$ cat config.mk
export PLATFORM = sky130hd
export DESIGN_NAME = scaled_updown_counter
export DESIGN_NICKNAME = d
export VERILOG_FILES = /design/src/rtl/counter_pkg.sv /design/src/rtl/tick_prescaler.sv /design/src/rtl/scaled_updown_counter.sv
export SDC_FILE = /design/constraint.sdc
export NUM_CORES = 1
export LEC_CHECK = 0
export ABC_AREA = 1
export CAP_MARGIN = 20
export CORE_ASPECT_RATIO = 0.9
export CORE_MARGIN = 1
export CORE_UTILIZATION = 47
export DETAILED_ROUTE_END_ITERATION = 10
export GPL_ROUTABILITY_DRIVEN = 0
export GPL_TIMING_DRIVEN = 0
export PLACE_DENSITY = 0.77
export SKIP_LAST_GASP = 1
export SYNTH_ARGS = -nofsm -noshare
export SYNTH_HDL_FRONTEND = slang
export SYNTH_HIERARCHICAL = 1
export SYNTH_SLANG_ARGS = --single-unit
$ cat constraint.sdc
create_clock -name clock -period 1.9 [get_ports clock]
set_input_delay 0.38 -clock clock [delete_from_list [all_inputs] [get_ports clock]]
set_output_delay 0.38 -clock clock [all_outputs]
set_load 0.01 [all_outputs]
$ cat src/rtl/counter_pkg.sv
// counter_pkg: shared counter mode types for counter, timer and PWM blocks
package counter_pkg;
   typedef enum logic {MODE_WRAP, MODE_SATURATE} count_mode_t;
endpackage

$ cat src/rtl/tick_prescaler.sv
// tick_prescaler: phase counter producing a step strobe every prescale+1 enabled cycles
// Ports: clock/reset_ (sync, active-high), clear restarts phase at 0,
//        enable advances phase, prescale is divisor minus one, step is the strobe.
module tick_prescaler #(
   parameter int PRESCALE_WIDTH = 4
) (
   input  logic                      clock,
   input  logic                      reset_,
   input  logic                      clear,
   input  logic                      enable,
   input  logic [PRESCALE_WIDTH-1:0] prescale,
   output logic                      step
);
   logic [PRESCALE_WIDTH-1:0] phase_q, phase_d;
   // >= lets a shrinking prescale fire on the next enabled cycle instead of wrapping phase
   assign step = enable & (phase_q >= prescale);
   always_comb begin
      phase_d = (clear | step) ? '0 : enable ? phase_q + 1'b1 : phase_q;
   end
   always_ff @(posedge clock) begin
      if (reset_) phase_q <= '0;
      else        phase_q <= phase_d;
   end
endmodule

$ cat src/rtl/scaled_updown_counter.sv
// scaled_updown_counter: prescaled up/down counter with load and wrap/saturate overflow
// Ports: clock/reset_ (sync, active-high), enable, up (direction), load/load_value,
//        prescale (divisor minus one); count, tick (fresh step) and carry are registered.
module scaled_updown_counter
   import counter_pkg::*;
#(
   parameter int                 WIDTH          = 16,
   parameter int                 PRESCALE_WIDTH = 4,
   parameter count_mode_t        MODE           = MODE_WRAP,
   parameter logic [WIDTH-1:0]   RESET_VALUE    = '0
) (
   input  logic                      clock,
   input  logic                      reset_,
   input  logic                      enable,
   input  logic                      up,
   input  logic                      load,
   input  logic [WIDTH-1:0]          load_value,
   input  logic [PRESCALE_WIDTH-1:0] prescale,
   output logic [WIDTH-1:0]          count,
   output logic                      tick,
   output logic                      carry
);
   logic             step, at_edge, do_step;
   logic [WIDTH-1:0] count_q, count_d;
   logic             tick_q, tick_d, carry_q, carry_d;
   tick_prescaler #(.PRESCALE_WIDTH(PRESCALE_WIDTH)) u_prescaler (
      .clock    (clock),
      .reset_   (reset_),
      .clear    (load),
      .enable   (enable),
      .prescale (prescale),
      .step     (step)
   );
   // at_edge: this step would cross the all-ones/zero boundary
   assign at_edge = up ? &count_q : ~|count_q;
   assign do_step = step & ~load;
   always_comb begin
      count_d = load ? load_value
              : !step ? count_q
              : (MODE == MODE_SATURATE && at_edge) ? count_q
              : up ? count_q + 1'b1 : count_q - 1'b1;
      tick_d  = do_step;
      carry_d = do_step & at_edge;
   end
   always_ff @(posedge clock) begin
      if (reset_) begin
         count_q <= RESET_VALUE;
         tick_q  <= 1'b0;
         carry_q <= 1'b0;
      end else begin
         count_q <= count_d;
         tick_q  <= tick_d;
         carry_q <= carry_d;
      end
   end
   assign count = count_q;
   assign tick  = tick_q;
   assign carry = carry_q;
endmodule

## After elaboration in Yosys (flattened, before gate mapping)

Index checks and enable logic that the tools add are counted.

- Logic and storage cells: 22
- Bits of input ports: 25
- Bits in registers: 22
- Output and inout port bits: 18

- Reductions and logical operators: 5
- Muxes and demuxes: 4
- Add/subtract/negate cells: 3
- Bitwise gates (word level): 5
- $lt $le $gt $ge: 1

Operators by type and width:

| operator | count |
|---|---|
| two-way mux 16 bit | 3 |
| adder 16 x 1 -> 16 bit, second input constant | 1 |
| AND reduction 16 bit | 1 |
| OR reduction 16 bit | 1 |
| subtractor 16 x 1 -> 16 bit, second input constant | 1 |
| adder 4 x 1 -> 4 bit, second input constant | 1 |
| >= comparator 4 bit | 1 |
| bitwise AND 1 bit | 3 |
| nonzero test 2 bit | 1 |
| OR reduction 2 bit | 1 |
| zero test 1 bit | 1 |
| two-way mux 1 bit | 1 |
| inverter 1 bit | 1 |
| OR 1 bit | 1 |

## Depth between registers and ports, before layout

Gate-level depths: netlist of run 1.

- Depth after elaboration: 4
- Depth in mapped cells: 15
- Depth with buffers taken out: 15

## Hierarchy

The synthesis of run 1 kept the hierarchy.

By module, submodules not included:

| module | cells an instance | seq. area each (sq um) | area each (sq um) | instances |
|---|---|---|---|---|
| scaled_updown_counter | 286 | 360.3 | 1,771.7 | 1 |
| tick_prescaler | 41 | 80.1 | 289.0 | 1 |

## Least setup slack after synthesis of run 1

OpenSTA, ideal clock, no wires.

- Kind: input to register
- Start: in up
- End: reg count_q[6], in the netlist count[6]
- Required time: 1.766 ns
- Path buffers: 0
- Stages on the path: 9
- Setup time: 0.134 ns
- Arrival: 1.696 ns
- Slack: 0.070 ns
- Cells stage by stage: inv_1 > ha_1 > nand2_1 > inv_1 > nand2_1 > nand3_1 > or2_2 > nand3_1 > a21oi_1

- Longest elaborated chain between the ends: 3

RTL lines:

| item | RTL line | text |
|---|---|---|
| from (decl) | scaled_updown_counter.sv:15 | `input logic up,` |
| two-way mux 16 bit | scaled_updown_counter.sv:41 | `: up ? count_q + 1'b1 : count_q - 1'b1;` |
| two-way mux 16 bit | scaled_updown_counter.sv:39 | `: !step ? count_q` |
| two-way mux 16 bit | scaled_updown_counter.sv:38 | `count_d = load ? load_value` |
| to (signal assigned) | scaled_updown_counter.sv:51 | `count_q <= count_d;` |
| to (decl) | scaled_updown_counter.sv:24 | `logic [WIDTH-1:0] count_q, count_d;` |

No other way between the ends. The select of a mux whose other input is x is not followed.
A chain may end at the register's enable or synchronous reset.

## Worst setup path in the final report of run 1

Ends and elaborated chain as after synthesis.

==> flow_metrics.tcl, run 1 <==
set metrics [dict create \
    synth.top_cell.area_share_pct 21.4 \
    postRouteAntennaNets 0 \
    finClkSkew_ns 0.00304 \
    p_leak_nw 1.32 \
    worst-r2r-cell-count 11 \
    nets 426 \
    peakVddDrop_uv 323 \
    drt-initial-drc-count 172 \
    holdBufCountCts 0 \
    syn_area_per_cell_um2 6.30 \
    arrival_ns 1.93 \
    yosys.area.top_type "dfxtp_1" \
    clock_path_buffers 2 \
    clock-sinks 22 \
    cp.required_ns 2.03 \
    synth_cells 327 \
    synth_area_mm2 0.00206 \
    hold_end "carry" \
    power_density_mw_per_mm2 479 \
    syn_nets 372 \
    dieArea_mm2 0.00465 \
    fin_cells 427 \
    synth_cell_types 31 \
    dp_hpwl_um 4150 \
    route.detailed.wl_per_inst_um 13.8 \
    final_common_cell "nand2_1" \
    core-area_mm2 0.00413 \
    clk_pin_slew_ns 0.08 \
    min_period_ns 1.80 \
    worstReg2RegStart "u_prescaler/phase_q[2]" \
    worstReg2RegEnd "count[6]" \
    worst_setup_path_end_kind "flip-flop" \
    drc 0 \
    grt.total_usage_pct 26.1 \
    numCtsBuffers 3 \
    cp_max_fo 7 \
    finalPower_mw 1.38 \
    rows 22 \
    grt_start_max_net_pins 12 \
    slew_violations 0 \
    area_growth_pct 39.8 \
    drive_gt1_share_pct 20.6 \
    hold_depth 4 \
    hold_path_class "primary input to flip-flop" \
    num_vias 2272 \
    startpoint_type "primary input" \
    htreeDepth 1 \
    antenna_cells 0 \
    crit_type "primary input to flip-flop" \
    vias_per_cell 5.32 \
    die_x_um 71.8 \
    cts-root-buf "clkbuf_8" \
    final_cell_mix "nand2_1, inv_1, clkdlybuf4s50_1" \
    finalSetupViolations 0 \
    clock_latency_ns 0.27 \
    yosysSeqAreaShare_pct 21.4 \
    drtPass1Iterations 4 \
    max_freq_mhz 555 \
    antenna_found_initial 0 \
    grt_pass1_vias 2181 \
    place_inst 417 \
    finish.utilization_pct 69.8 \
    rsz0062_at_grt "yes" \
    hp-start "up" \
    synth_seq_cells 22 \
    grt_pass1_wl_um 9530 \
    fin_setup_tns_ns 0 \
    ioPinCount 43 \
    grt_overflow 0 \
    status "finished clean" \
    ys_warn_count 6 \
    relSlewSlack_pct 53.9 \
    drt-total-wl_um 5900 \
    cts_tree "yes" \
    finalHoldViolations 0 \
    tightestPinTransition_ns 0.691 \
    cap_violations 0 \
    io_buffer_count 42 \
    synthTopCellsByArea "dfxtp_1, nand2_1, inv_1" \
    worst-r2r-setup-slack_ns 0.1 \
    start_util_pct 49.9 \
    fin_crit_sh_pct 94.9 \
    hold_ws_ns 0.550 \
    dieHeight_um 64.8 \
]
[registers in the layout (all words and copies together), names as in the netlist]
register,count
carry,1
u_prescaler/phase_q,4
count,16
tick,1
[worst max-delay path, stage by stage]
cell	delay [ns]
clkbuf_4	0.17
clkinvlp_4	0.10
buf_4	0.20
ha_4	0.27
nand2_1	0.11
inv_1	0.05
nand2_1	0.07
nand3_2	0.13
or2_2	0.30
nand3_1	0.08
a21oi_1	0.07
[through the flow]
stage / instance area (um^2) / setup WS (ns)
2_1_floorplan: 2060 / 0.0698
3_3_place_gp: 2540 / -0.858
3_5_place_dp: 2540 / -0.862
4_1_cts: 2710 / -0.0346
5_1_grt: 2880 / -0.0371
6_report: 2880 / 0.0967
[kinds of logic after synthesis]
kind of cell / after synthesis / synth area share, %
flip-flops: 22 / 21.4
AND/OR/NAND/NOR: 158 / 35.2
buffers and inverters: 73 / 13.7
AO/OA/AOI/OAI: 47 / 14.3
XOR/XNOR: 7 / 2.98
adder cells (fa/ha/maj): 20 / 12.5
[report_power, final]
group | switching (mW) | internal [mW] | total (mW)
Clock | 0.162 | 0.142 | 0.304
Combinational | 0.295 | 0.259 | 0.555
Sequential | 0.0372 | 0.485 | 0.522
Total | 0.494 | 0.887 | 1.38
[what timing repair did]
action	4_1_cts	5_1_grt
pin swaps	16	13
gates resized for setup	34	33
gates cloned	2	0
buffers inserted	4	1
setup endpoints to repair	17	17
[per-layer routing]
layer	part of all wire (%)	vias to the layer above	global-route usage (%)
li1	-	1160	-
met1	44	1033	35.4
met4	1.4	0	8.33
met2	48	70	42.8
met5	0	-	0
met3	6.7	9	3.11
[cell type report]
class,instances,area [um^2]
multi-input cells,232,1560
clock buffers,3,41.3
repair buffers,49,477
plain buffers,5,37.5
inverters,68,262
flip-flops and latches,22,444
well taps,48,60.1
fillers,352,1250
[cell usage after synthesis, drive strengths merged]
library cell,instances
nand4,10
ha,19
nor3,1
and2,1
xnor2,1
xor2,6
o21ai,6
a31oi,2
inv,68
nor2,26
or2,3
nand2,92
clkbuf,2
fa,1
dfxtp,22
nand3b,2
a21boi,1
nand3,20
a22oi,13
nor4,3
a21oi,24
o21bai,1
buf,3
[how the worst max path moves through the flow]
stage | start | endpoint | slack, ns | cells past startpoint
after global routing | u_prescaler/phase_q[2] | count[10] | -0.04 | 11
after global placement | up | count[6] | -0.86 | 10
final | up | count[6] | 0.1 | 11
after floorplan | up | count[6] | 0.07 | 9
after detailed placement | up | count[6] | -0.86 | 10
after CTS | up | count[15] | -0.03 | 12
Power figures use the tool's default switching activity.
==> run 2, diff against run 1 <==
--- a/config.mk
+++ b/config.mk
@@ -13,7 +13,7 @@
 export DETAILED_ROUTE_END_ITERATION = 10
 export GPL_ROUTABILITY_DRIVEN = 0
 export GPL_TIMING_DRIVEN = 0
-export PLACE_DENSITY = 0.77
+export PLACE_DENSITY_LB_ADDON = 0.08
 export SKIP_LAST_GASP = 1
 export SYNTH_ARGS = -nofsm -noshare
 export SYNTH_HDL_FRONTEND = slang
==> flow_metrics.tcl, run 2 (synthesis results as in run 1) <==
set metrics [dict create \
    status "finished clean" \
    clock-sinks 22 \
    drive_gt1_share_pct 20.1 \
    drt-initial-drc-count 137 \
    max_freq_mhz 547 \
    hold_path_class "primary input to flip-flop" \
    clock_path_buffers 2 \
    worst-r2r-cell-count 11 \
    cts_tree "yes" \
    worst_setup_path_end_kind "flip-flop" \
    rows 22 \
    startpoint_type "primary input" \
    relSlewSlack_pct 53.8 \
    dp_hpwl_um 4040 \
    grt_overflow 0 \
    antenna_cells 0 \
    clk_pin_slew_ns 0.09 \
    met1_length_um 2740 \
    p_int_uw 938 \
    start_util_pct 49.9 \
    dieHeight_um 64.8 \
    power_frac_seq_pct 36.2 \
    antenna_found_initial 0 \
    postRouteAntennaNets 0 \
    grt_pass1_wl_um 9180 \
    worstReg2RegStart "u_prescaler/phase_q[1]" \
    fillers 348 \
    drtPass1Iterations 5 \
    final_common_cell "nand2_1" \
    clock_latency_ns 0.27 \
    grt_pass1_vias 2022 \
    wl_met2_um 2760 \
    rsz0062_at_grt "yes" \
    min_period_ns 1.83 \
    route.detailed.wl_per_inst_um 13.6 \
    crit_type "primary input to flip-flop" \
    hp-start "up" \
    switching_power_uw 503 \
    drc 0 \
    slew_violations 0 \
    p_sw_share_pct 34.9 \
    core-area_mm2 0.00413 \
    hold_depth 4 \
    finalPower_mw 1.44 \
    p_leak_nw 1.34 \
    routed.top_layer "met4" \
    clockPowerShare_pct 24.6 \
    fin_crit_sh_pct 96.3 \
    tightestPinTransition_ns 0.693 \
    num_vias 2243 \
    arrival_ns 1.96 \
    dieArea_mm2 0.00465 \
    crit_chain "clkbuf_4 -> clkinvlp_4 -> buf_4 -> ha_4 -> nand2_2 -> inv_1 -> nand2_1 -> nand3_2 -> or2_2 -> nand3_1 -> a21oi_2" \
    crit_slowest_cell "or2_2" \
    hold_ws_ns 0.508 \
    cp_max_fo 7 \
    grt.total_usage_pct 25.3 \
    vias_per_cell 5.20 \
    cap_violations 0 \
    comb_power_share_pct 39.2 \
    routed-wl-met3_um 288 \
    cts-root-buf "clkbuf_8" \
    worstReg2RegEnd "count[11]" \
    area_growth_pct 42.3 \
    cpPeakStageDelay_ns 0.30 \
    nets 429 \
    die_x_um 71.8 \
    cp.required_ns 2.03 \
    largest_reg_flops 16 \
    hold_end "carry" \
    finalSetupViolations 0 \
    peakVddDrop_uv 392 \
    power_density_mw_per_mm2 492 \
    io_buffer_count 42 \
    final_cell_mix "nand2_1, inv_1, clkdlybuf4s50_1" \
    ioPinCount 43 \
    grt_start_max_net_pins 13 \
    finalHoldViolations 0 \
    finClkSkew_ns 0.00292 \
    htreeDepth 1 \
    drt-total-wl_um 5840 \
    worst-r2r-setup-slack_ns 0.14 \
    holdBufCountCts 0 \
    numCtsBuffers 3 \
]
run 2: cell count changes in the layout (fill, tap and decap cells not counted), sizes merged:
cell	previous run	this run
clkbuf	6	7
buf	10	13
run 2: worst max path at each step:
stage / startpoint / slack [ns] / end / cells after the start
2_1_floorplan: up / 0.07 / count[6] / 9
3_3_place_gp: up / -0.85 / count[6] / 10
3_5_place_dp: up / -0.87 / count[6] / 10
4_1_cts: up / 0.02 / count[13] / 13
5_1_grt: up / -0.04 / count[13] / 11
6_report: up / 0.07 / count[6] / 11
run 2: per-layer routing:
layer / track usage [%] / vias up
met5: 0 / -
met4: 5.88 / 0
met3: 3.42 / 6
met2: 41.2 / 46
met1: 35.4 / 1029
li1: - / 1162
run 2: final cells by class:
| cell class | count | area, um^2 | share of cell area [%] |
|---|---|---|---|
| well taps | 48 | 60.1 | 2.05 |
| clock buffers | 4 | 55.1 | 1.88 |
| plain buffers | 5 | 37.5 | 1.28 |
| inverters | 68 | 262 | 8.92 |
| multi-input cells | 232 | 1550 | 52.9 |
| flip-flops and latches | 22 | 443 | 15.1 |
| repair buffers | 52 | 523 | 17.8 |
run 2: worst max-delay path, delay by kind of cell:
family,cells,cell delay (ns)
buf+inv,4,0.58
simple gates,5,0.67
compound gates,1,0.06
fa+ha+maj,1,0.25
run 2: through the flow:
stage / std cells / worst slack, ns / util (%) / area [um^2] / TNS (ns)
global route: 431 / -0.0428 / 71.0 / 2930 / -0.189
CTS: 429 / 0.0210 / 67.0 / 2770 / 0
global placement: 417 / -0.851 / 61.5 / 2540 / -10.96
floorplan: 327 / 0.0698 / - / 2060 / 0
finish: 431 / 0.0709 / 71.0 / 2930 / 0
detailed placement: 417 / -0.869 / 61.5 / 2540 / -11.20
run 2: what timing repair did:
item                                    in CTS  in global routing
endpoints found under the setup margin      17                 16
pin swaps                                    7                 10
hold endpoints to repair                     0                  0
gates resized for setup                     35                 29
buffers inserted                             6                  2
cloned                                       2                  0
run 2: power by group through the flow:
| stage | Sequential (mW) | Combinational [mW] | Clock (mW) |
|---|---|---|---|
| 3_3_place_gp | 0.526 | 0.464 | 0 |
| 5_1_grt | 0.524 | 0.628 | 0.380 |
| 2_1_floorplan | 0.529 | 0.297 | 0 |
| 6_report | 0.521 | 0.565 | 0.355 |
| 3_5_place_dp | 0.526 | 0.468 | 0 |
| 4_1_cts | 0.516 | 0.510 | 0.362 |
